==> src/rtl/audio_interp_upsampler_if.sv <==
// Sample handshake and modulator-side bus of the audio upsampler.
//   data_i      : signed PCM sample from the audio-rate source
//   valid_i     : data_i is valid
//   ready_o     : upsampler can accept a sample
//   data_o      : offset-binary word to the delta-sigma modulator, every clock
//   underflow_o : one-cycle pulse when a frame starts without a new sample
// The master modport is the source/observer side; the slave modport is the
// upsampler itself.
interface audio_interp_upsampler_if #(
  parameter int unsigned BITWIDTH = 16
);
  logic [BITWIDTH-1:0] data_i;
  logic                valid_i;
  logic                ready_o;
  logic [BITWIDTH-1:0] data_o;
  logic                underflow_o;

  modport master (
    output data_i,
    output valid_i,
    input  ready_o,
    input  data_o,
    input  underflow_o
  );

  modport slave (
    input  data_i,
    input  valid_i,
    output ready_o,
    output data_o,
    output underflow_o
  );
endinterface

==> src/rtl/audio_interp_upsampler.sv <==
// Upsampling front end of the audio DAC path.
// Accepts signed PCM samples at the audio rate and produces one offset-binary
// word per modulator clock, 2^OSR_LOG2 output cycles per input sample.
//
// Build option:
//   AUDIO_INTERP_LINEAR_EN defined   : linear interpolation between samples.
//   AUDIO_INTERP_LINEAR_EN undefined : zero-order hold of the current sample.
//
// Parameters:
//   BITWIDTH : sample width, input and output (default 16)
//   OSR_LOG2 : log2 of the oversampling ratio, legal range 1..8 (default 5)
//
// Ports:
//   clk_i   : modulator clock, rising edge
//   n_rst_i : asynchronous active-low reset
//   bus     : slave side of audio_interp_upsampler_if
//             (data_i/valid_i/ready_o handshake, data_o, underflow_o)
module audio_interp_upsampler #(
  parameter int unsigned BITWIDTH = 16,
  parameter int unsigned OSR_LOG2 = 5
) (
  input  logic                      clk_i,
  input  logic                      n_rst_i,
  audio_interp_upsampler_if.slave   bus
);

  // Accumulator holds a*N + j*(b-a): sample width, OSR_LOG2 fraction, one guard bit.
  localparam int unsigned AW = BITWIDTH + OSR_LOG2 + 1;
  // Endpoint difference needs one extra bit so a full-scale step cannot wrap.
  localparam int unsigned DW = BITWIDTH + 1;

  logic [OSR_LOG2-1:0]        cnt;
  logic                       full;
  logic [BITWIDTH-1:0]        sample_buf;
  logic signed [BITWIDTH-1:0] b_q;
  logic                       underflow_q;
  logic [BITWIDTH-1:0]        data_q;

  logic                       boundary_c;
  logic                       accept_c;
  logic signed [BITWIDTH-1:0] y_c;

  // Last phase of the frame; the next edge starts a new frame.
  assign boundary_c = &cnt;
  assign accept_c   = bus.valid_i && !full;

  assign bus.ready_o     = !full;
  assign bus.underflow_o = underflow_q;
  assign bus.data_o      = data_q;

  // Phase counter, one-entry input buffer, end point and underflow flag.
  always_ff @(posedge clk_i or negedge n_rst_i) begin
    if (!n_rst_i) begin
      cnt         <= '0;
      full        <= 1'b0;
      sample_buf  <= '0;
      b_q         <= '0;
      underflow_q <= 1'b0;
    end else begin
      underflow_q <= boundary_c && !full;

      if (boundary_c) begin
        cnt <= '0;
        if (full) begin
          b_q <= $signed(sample_buf);
        end
      end else begin
        cnt <= cnt + OSR_LOG2'(1);
      end

      if (accept_c) begin
        sample_buf <= bus.data_i;
      end

      // A sample accepted on an underflowing boundary stays buffered until
      // the following boundary; ready_o keeps a second one out meanwhile.
      if (boundary_c && full) begin
        full <= 1'b0;
      end else if (accept_c) begin
        full <= 1'b1;
      end
    end
  end

`ifdef AUDIO_INTERP_LINEAR_EN
  logic signed [BITWIDTH-1:0] a_q;
  logic signed [AW-1:0]       acc_q;
  logic signed [DW-1:0]       diff_c;
  logic signed [AW-1:0]       acc_shr_c;
  logic                       unused_acc_hi_c;

  assign diff_c = {b_q[BITWIDTH-1], b_q} - {a_q[BITWIDTH-1], a_q};

  // Start point and accumulator; at a boundary the old end point becomes
  // the new start point and the accumulator restarts at a*N.
  always_ff @(posedge clk_i or negedge n_rst_i) begin
    if (!n_rst_i) begin
      a_q   <= '0;
      acc_q <= '0;
    end else if (boundary_c) begin
      a_q   <= b_q;
      acc_q <= {b_q[BITWIDTH-1], b_q, {OSR_LOG2{1'b0}}};
    end else begin
      acc_q <= acc_q + {{OSR_LOG2{diff_c[DW-1]}}, diff_c};
    end
  end

  // Arithmetic shift floors toward -inf; the result lies between a and b,
  // so the upper bits are pure sign extension.
  assign acc_shr_c       = acc_q >>> OSR_LOG2;
  assign y_c             = acc_shr_c[BITWIDTH-1:0];
  assign unused_acc_hi_c = ^acc_shr_c[AW-1:BITWIDTH];
`else
  assign y_c = b_q;
`endif

  // Signed to offset-binary: invert the MSB; reset to mid-scale.
  always_ff @(posedge clk_i or negedge n_rst_i) begin
    if (!n_rst_i) begin
      data_q <= {1'b1, {(BITWIDTH-1){1'b0}}};
    end else begin
      data_q <= {~y_c[BITWIDTH-1], y_c[BITWIDTH-2:0]};
    end
  end

endmodule
==> src/flat_wrapper.sv <==
// flat-port wrapper written by rule: the top's interface ports become plain ports
module audio_interp_upsampler_flat 
#(
  parameter int unsigned BITWIDTH = 16,
  parameter int unsigned OSR_LOG2 = 5
)
  (clk_i, n_rst_i, bus_data_i, bus_valid_i, bus_ready_o, bus_data_o, bus_underflow_o);
  audio_interp_upsampler_if #(.BITWIDTH(BITWIDTH)) bus_i ();
  input  logic clk_i;
  input  logic n_rst_i;
  input wire logic [$bits(bus_i.data_i)-1:0] bus_data_i;
  input wire logic [$bits(bus_i.valid_i)-1:0] bus_valid_i;
  output wire logic [$bits(bus_i.ready_o)-1:0] bus_ready_o;
  output wire logic [$bits(bus_i.data_o)-1:0] bus_data_o;
  output wire logic [$bits(bus_i.underflow_o)-1:0] bus_underflow_o;
  assign bus_i.data_i = bus_data_i;
  assign bus_i.valid_i = bus_valid_i;
  assign bus_ready_o = bus_i.ready_o;
  assign bus_data_o = bus_i.data_o;
  assign bus_underflow_o = bus_i.underflow_o;
  audio_interp_upsampler #(.BITWIDTH(BITWIDTH), .OSR_LOG2(OSR_LOG2)) u_core (.clk_i(clk_i), .n_rst_i(n_rst_i), .bus(bus_i));
endmodule
==> config.mk <==
export PLATFORM = sky130hd
export DESIGN_NAME = audio_interp_upsampler_flat
export DESIGN_NICKNAME = d
export VERILOG_FILES = /design/src/rtl/audio_interp_upsampler_if.sv /design/src/rtl/audio_interp_upsampler.sv /design/src/flat_wrapper.sv
export SDC_FILE = /design/constraint.sdc
export NUM_CORES = 1
export LEC_CHECK = 0
export CAP_MARGIN = 25
export CORE_ASPECT_RATIO = 0.7
export CORE_MARGIN = 2
export CORE_UTILIZATION = 57
export CTS_BUF_LIST = sky130_fd_sc_hd__clkbuf_8
export DETAILED_ROUTE_END_ITERATION = 6
export GPL_ROUTABILITY_DRIVEN = 1
export PLACE_DENSITY = 0.94
export SYNTH_ARGS = -nofsm -noshare
export SYNTH_HDL_FRONTEND = slang
export SYNTH_SLANG_ARGS = --single-unit
==> constraint.sdc <==
create_clock -name clk_i -period 2.6 [get_ports clk_i]
set_clock_uncertainty 0.15 [all_clocks]
set_input_delay 0.26 -clock clk_i [delete_from_list [all_inputs] [get_ports clk_i]]
set_output_delay 0.26 -clock clk_i [all_outputs]
set_load 0.02 [all_outputs]
==> results of run 1 <==
-- per-layer routing --
layer	track usage, %	vias up
met4	10.00	0
met5	0	-
met1	24.51	495
met2	26.93	28
li1	-	450
met3	4.615	5
-- worst max-delay path, delay by kind of cell, from the launching register on --
kind	cells	cell delay (ns)
buf+inv	2	0.70
flops	1	0.46
-- cell type report --
type / instances / area share, %
Sequential cell: 55 / 56.43
Tap cell: 38 / 1.948
Clock inverter: 2 / 1.384
Multi-Input combinational cell: 49 / 21.53
Timing Repair Buffer: 39 / 15.58
Clock buffer: 5 / 2.819
Inverter: 2 / 0.3075
-- state kept, by name, summed over array words and instances, names as in the netlist --
register / count
u_core.b_q: 16
u_core.cnt: 5
u_core.bus.underflow_o: 1
u_core.full: 1
u_core.sample_buf: 16
u_core.bus.data_o: 16
-- report_power, final --
group / switching (mW) / internal (mW) / total (mW)
clock: 0.245 / 0.278 / 0.523
combinational: 0.0852 / 0.130 / 0.216
sequential: 0.0429 / 0.950 / 0.993
-- cells in the final DEF (no fill, tap or decap) --
cell type,count
bufinv_16,1
clkdlybuf4s50_1,35
buf_2,1
and3_1,1
xnor2_1,1
nor2_1,4
nand4_2,1
mux2_4,10
mux2_2,22
clkbuf_8,5
ha_1,3
xor2_1,1
nand2_1,1
nand3_1,1
dfrtp_1,54
nor2_4,1
dfstp_2,1
inv_1,3
buf_4,2
dlygate4sd3_1,1
nor2b_1,2
a31oi_1,1
-- metrics by stage --
stage | setup WS [ns] | hold WS, ns | utilization, %
4_1_cts | 0.7301 | 0.2335 | 76.51
2_1_floorplan | 1.135 | -0.1856 | -
6_report | 0.7347 | 0.2305 | 76.51
5_1_grt | 0.7115 | 0.2436 | 76.51
3_3_place_gp | 0.8588 | 0.03573 | 72.98
3_5_place_dp | 0.8301 | 0.04353 | 72.98
-- worst max-delay path by stage --
| stage | endpoint | slack [ns] | depth (start not counted) |
|---|---|---|---|
| CTS | bus_ready_o | 0.73 | 2 |
| detailed placement | u_core.sample_buf[0] | 0.83 | 4 |
| global route | bus_ready_o | 0.71 | 2 |
| global placement | u_core.sample_buf[6] | 0.86 | 4 |
| floorplan | u_core.b_q[10] | 1.14 | 4 |
| finish | bus_ready_o | 0.73 | 2 |
-- repair_timing --
| item | in CTS | in global routing |
|---|---|---|
| hold endpoints to repair | 17 | 0 |
| setup endpoints to repair | 0 | 0 |
| resized for setup | 0 | 0 |
| hold buffers | 1 | 0 |
-- cell families after synthesis --
family	Yosys count
flops	55
compound gates	1
simple gates	11
buf+inv	5
xor+xnor	2
mux	32
fa+ha+maj	3
==> flow_metrics.py, run 1 <==
metrics = {
    "drt": {
        "topRoutingLayerUsed": "met4",
        "ant_nets": 0,
        "vias": 978,
        "wl_met1_um": 1297,
        "drc": 0,
        "viasPerCell": 5.147,
        "wirelength_um": 2956,
        "wl_per_cell_um": 15.56,
        "first_pass_iters": 4,
        "met2_length_um": 1472,
        "dr_wl_met3_um": 124,
        "drt_iter0_markers": 70,
    },
    "sta": {
        "slew-limit-headroom_pct": 61.24,
        "finalHoldViolations": 0,
        "tightest_slew_ns": 0.5800,
        "maxSlewViolCount": 0,
        "period_minus_slack_ns": 1.865,
        "setup_violations": 0,
        "tns_ns": 0,
        "fmax_ghz": 0.5361,
        "rsz0062_at_grt": "false",
        "finalCritPeriodShare_pct": 71.74,
    },
    "final_layout": {
        "fill_cells": 178,
        "seq_area_mm2": 0.001378,
        "multiInputGateArea_um2": 525.5,
        "fin_cells": 190,
        "n_antenna_cell": 0,
        "fin_nets": 174,
        "stdcell_area_mm2": 0.002441,
        "area_delta_synth_final_pct": 25.95,
        "drive_above_1_share_pct": 28.95,
    },
    "worst_hold_path": {
        "whs_endpoint": "u_core.bus.data_o[14]",
        "min_path_type": "reg -> reg",
        "hold_start": "u_core.b_q[14]",
        "whs_path_depth": 0,
    },
    "clocking": {
        "ctsRootBufferMaster": "clkbuf_8",
        "clk_latency_ns": 0.30,
        "cts.sinks": 55,
        "cts_inserted_buffers": 5,
        "htreeDepth": 2,
        "cts_tree": "yes",
        "clk_pin_slew_worst_paths_ns": 0.09,
        "cts_buffer_depth": 2,
        "post-cts-setup-buffer-count": 0,
    },
    "power": {
        "p_leak_nw": 1.088,
        "ir_worst_vdd_v": 0.0004170,
        "finalPower_mw": 1.732,
        "power.density_mw_per_mm2": 709.5,
    },
    "setup_path": {
        "setup.worst_path.start": "u_core.full",
        "critPathMaxFanout": 6,
        "crit_path_start_kind": "register",
        "cpPeakStageDelay_ns": 0.60,
        "worstPathCellList": "inv_1 -> clkdlybuf4s50_1",
        "worst-r2r-cell-count": 3,
        "worst_setup_path_end_kind": "output port",
        "reg2reg_to": "u_core.b_q[0]",
        "worstPathArrival_ns": 1.46,
        "critical_path_required_ns": 2.19,
        "slowest_stage": "clkdlybuf4s50_1",
        "r2r_slack_ns": 0.82,
        "worstReg2RegStart": "u_core.full",
        "crit_type": "reg -> out",
    },
    "logic_synthesis": {
        "synth_top_family_by_area": "multiplexers",
        "synthCells": 109,
        "synth_compound_area_share_pct": 0.3228,
        "synth_nets": 131,
        "ys_ff_latch": 55,
        "synth_flop_cell": "dfrtp_1",
        "muxShareOfSynthArea_pct": 20.53,
        "synthArstFlopShare_pct": 100.0,
        "yosysTopAreaCell": "dfrtp_1",
        "synthesis.area_mm2": 0.001938,
        "synth.avg_cell_area_um2": 17.78,
        "yosysWarningCount": 0,
        "ys_top_cells_by_count": "dfrtp_1 (54), mux2_2 (22), mux2_4 (10)",
        "yosys.area_share.xor_xnor_pct": 0.9038,
        "synth.distinct_cells": 19,
        "synth-simple-area-share_pct": 3.422,
        "synth_edf_count": 0,
        "synth_top_area_share_pct": 69.72,
        "synthAdderAreaFrac_pct": 1.937,
        "yosysSeqAreaShare_pct": 71.08,
        "synth_most_common_cell": "dfrtp_1",
        "synth.area.top_cells": "dfrtp_1 (70%), mux2_2 (13%), mux2_4 (7.7%), ha_1 (1.9%), dfstp_2 (1.4%)",
    },
    "global_route": {
        "track_usage_pct": 18.11,
        "first_global_vias": 1000,
        "antenna_found_initial": 0,
        "grt_pass1_wl_um": 4933,
        "grt_overflow_total": 0,
        "grt_start_max_net_pins": 39,
    },
    "outcome": {
        "status": "finished, final reports clean",
    },
    "floorplanning": {
        "start_util_pct": 60.75,
        "coreArea_mm2": 0.003191,
        "dieArea_mm2": 0.003890,
        "die_x_um": 73.70,
        "num_rows": 17,
        "die_y_um": 52.79,
        "io_pins": 37,
    },
    "flow_run": {
        "cap_violations": 0,
    },
    "placed_design": {
        "dpl.hpwl_um": 2079,
        "port-buffer-count": 36,
        "place_area_mm2": 0.002328,
        "dp_cells": 182,
        "place_congestion": 0.8703,
    },
}
(Power assumes the default switching activity.)
==> run 2, diff against run 1 <==
Settings changed: CORE_UTILIZATION 57 to 53, PLACE_DENSITY 0.94 to 0.89.
Clock period 2.6 ns to 1.75 ns, I/O delays scaled along.
==> run 2 against run 1 <==
Compared with the run above:
- core utilization decreased by 5.5 points
- via count up 3.1%
- setup slack worse by 0.56 ns
- die area rose by 7.0%
- largest cell class unchanged
- sequential power rose by 49%
- non-clock buffer count increased by 3
==> flow_metrics.py, run 2 (same netlist as run 1, synthesis figures left out) <==
metrics = {
    "global_route": {
        "antenna_found_initial": 0,
        "first_global_vias": 1082,
        "grt_start_max_net_pins": 33,
        "grt_pass1_wl_um": 4850,
        "grt_overflow_total": 0,
        "track_usage_pct": 16.27,
    },
    "power": {
        "p_sw_share_pct": 22.62,
        "p_leak_nw": 1.116,
        "power.density_mw_per_mm2": 1020,
        "ir_worst_vdd_v": 0.0005565,
        "p_comb_share_pct": 12.7,
        "clockPowerShare_pct": 29.3,
        "switching_power_mw": 0.5753,
        "p_seq_share_pct": 58.0,
        "intPower_mw": 1.968,
    },
    "drt": {
        "drt_iter0_markers": 45,
        "viasPerCell": 4.893,
        "wl_per_cell_um": 14.61,
        "vias": 1008,
        "first_pass_iters": 4,
        "ant_nets": 0,
        "drc": 0,
        "wirelength_um": 3010,
    },
    "sta": {
        "finalHoldViolations": 0,
        "finalCritPeriodShare_pct": 89.83,
        "tns_ns": 0,
        "slew-limit-headroom_pct": 64.70,
        "setup_violations": 0,
        "fmax_ghz": 0.6361,
        "final.setup.worst_slack_ns": 0.1779,
        "tightest_slew_ns": 0.5294,
        "maxSlewViolCount": 0,
        "period_minus_slack_ns": 1.572,
        "rsz0062_at_grt": "false",
    },
    "clocking": {
        "cts.sinks": 55,
        "clk_pin_slew_worst_paths_ns": 0.09,
        "cts_buffer_depth": 2,
        "cts_tree": "yes",
        "htreeDepth": 2,
        "ctsRootBufferMaster": "clkbuf_8",
        "post-cts-setup-buffer-count": 0,
        "cts_inserted_buffers": 5,
        "clk_latency_ns": 0.30,
    },
    "floorplanning": {
        "die_x_um": 76.28,
        "start_util_pct": 55.16,
        "num_rows": 18,
        "dieArea_mm2": 0.004164,
        "io_pins": 37,
        "coreArea_mm2": 0.003513,
        "die_y_um": 54.60,
    },
    "setup_path": {
        "crit_family": "buffers and inverters",
        "path_buf_inv": 1,
        "critical_path_required_ns": 1.42,
        "worst_setup_path_end_kind": "output port",
        "worstPathArrival_ns": 1.25,
        "critPathMaxFanout": 1,
        "cpPeakStageDelay_ns": 0.61,
        "crit_type": "reg -> out",
        "worstPathCellList": "clkdlybuf4s50_1",
        "crit_path_start_kind": "register",
        "slowest_stage": "clkdlybuf4s50_1",
    },
    "placed_design": {
        "place_congestion": 0.7254,
        "dp_slack_ns": 0.06379,
        "dpl.hpwl_um": 2240,
        "port-buffer-count": 36,
    },
    "final_layout": {
        "final_util_pct": 70.98,
        "drive_above_1_share_pct": 31.41,
        "final_common_cell": "dfrtp_1",
        "fill_cells": 240,
        "fin_nets": 177,
        "area_delta_synth_final_pct": 28.66,
        "n_antenna_cell": 0,
        "layout_common_cells": "dfrtp_1 (54), clkdlybuf4s50_1 (33), mux2_2 (22)",
    },
    "outcome": {
        "status": "finished, final reports clean",
    },
    "flow_run": {
        "cap_violations": 0,
    },
    "worst_hold_path": {
        "min_path_type": "reg -> reg",
    },
}
-- run 2: what timing repair did --
| item | CTS | global route |
|---|---|---|
| pin swaps | 0 | 0 |
| resized for setup | 1 | 1 |
| setup endpoints to repair | 1 | 1 |
| hold endpoints to repair | 22 | 0 |
| hold buffers | 1 | 0 |
-- run 2: final timing paths --
check | depth (start not counted) | slack (ns) | from | endpoint
worst min-delay path | 0 | 0.23 | u_core.b_q[13] | u_core.bus.data_o[13]
min in group asynchronous | 2 | 0.24 | n_rst_i | u_core.b_q[9]
worst min register to register | 0 | 0.23 | u_core.b_q[13] | u_core.bus.data_o[13]
worst max register to register | 4 | 0.22 | u_core.full | u_core.b_q[15]
max in group asynchronous | 3 | 0.67 | n_rst_i | u_core.bus.data_o[4]
worst max-delay path | 1 | 0.18 | u_core.bus.data_o[12] | bus_data_o[12]
-- run 2: power by group through the flow --
stage          clock network, mW  registers [mW]  logic [mW]
4_1_cts                    0.766            1.48       0.330
3_3_place_gp                   0            1.49       0.316
5_1_grt                    0.822            1.49       0.348
6_report                   0.745            1.48       0.323
3_5_place_dp                   0            1.50       0.327
2_1_floorplan                  0            1.54       0.101
-- run 2: layout make-up --
class,count,area [um2],share of cell area (%)
well taps,50,62.56,2.509
repair buffers,42,416.7,16.71
clock inverters,1,7.507,0.3011
flip-flops and latches,55,1378,55.24
clock buffers,7,96.34,3.864
multi-input cells,49,525.5,21.07
inverters,2,7.507,0.3011
-- run 2: metrics by stage --
| step | hold slack [ns] | total power, mW | cells | cell area (um2) |
|---|---|---|---|---|
| after CTS | 0.2311 | 2.573 | 206 | 2491 |
| after detailed placement | 0.03369 | 1.831 | 197 | 2379 |
| after global routing | 0.2498 | 2.664 | 206 | 2494 |
| final | 0.2327 | 2.543 | 206 | 2494 |
| after floorplan | -0.2706 | 1.640 | 109 | 1938 |
| after global placement | 0.02327 | 1.809 | 197 | 2379 |
-- run 2: metal layers --
| layer | GRT usage, % | up-vias | wire, um |
|---|---|---|---|
| li1 | - | 458 | - |
| met1 | 17.77 | 510 | 1199 |
| met2 | 29.20 | 28 | 1600 |
| met3 | 5.281 | 12 | 125 |
| met4 | 9.697 | 0 | 85 |
| met5 | 0 | - | 0 |
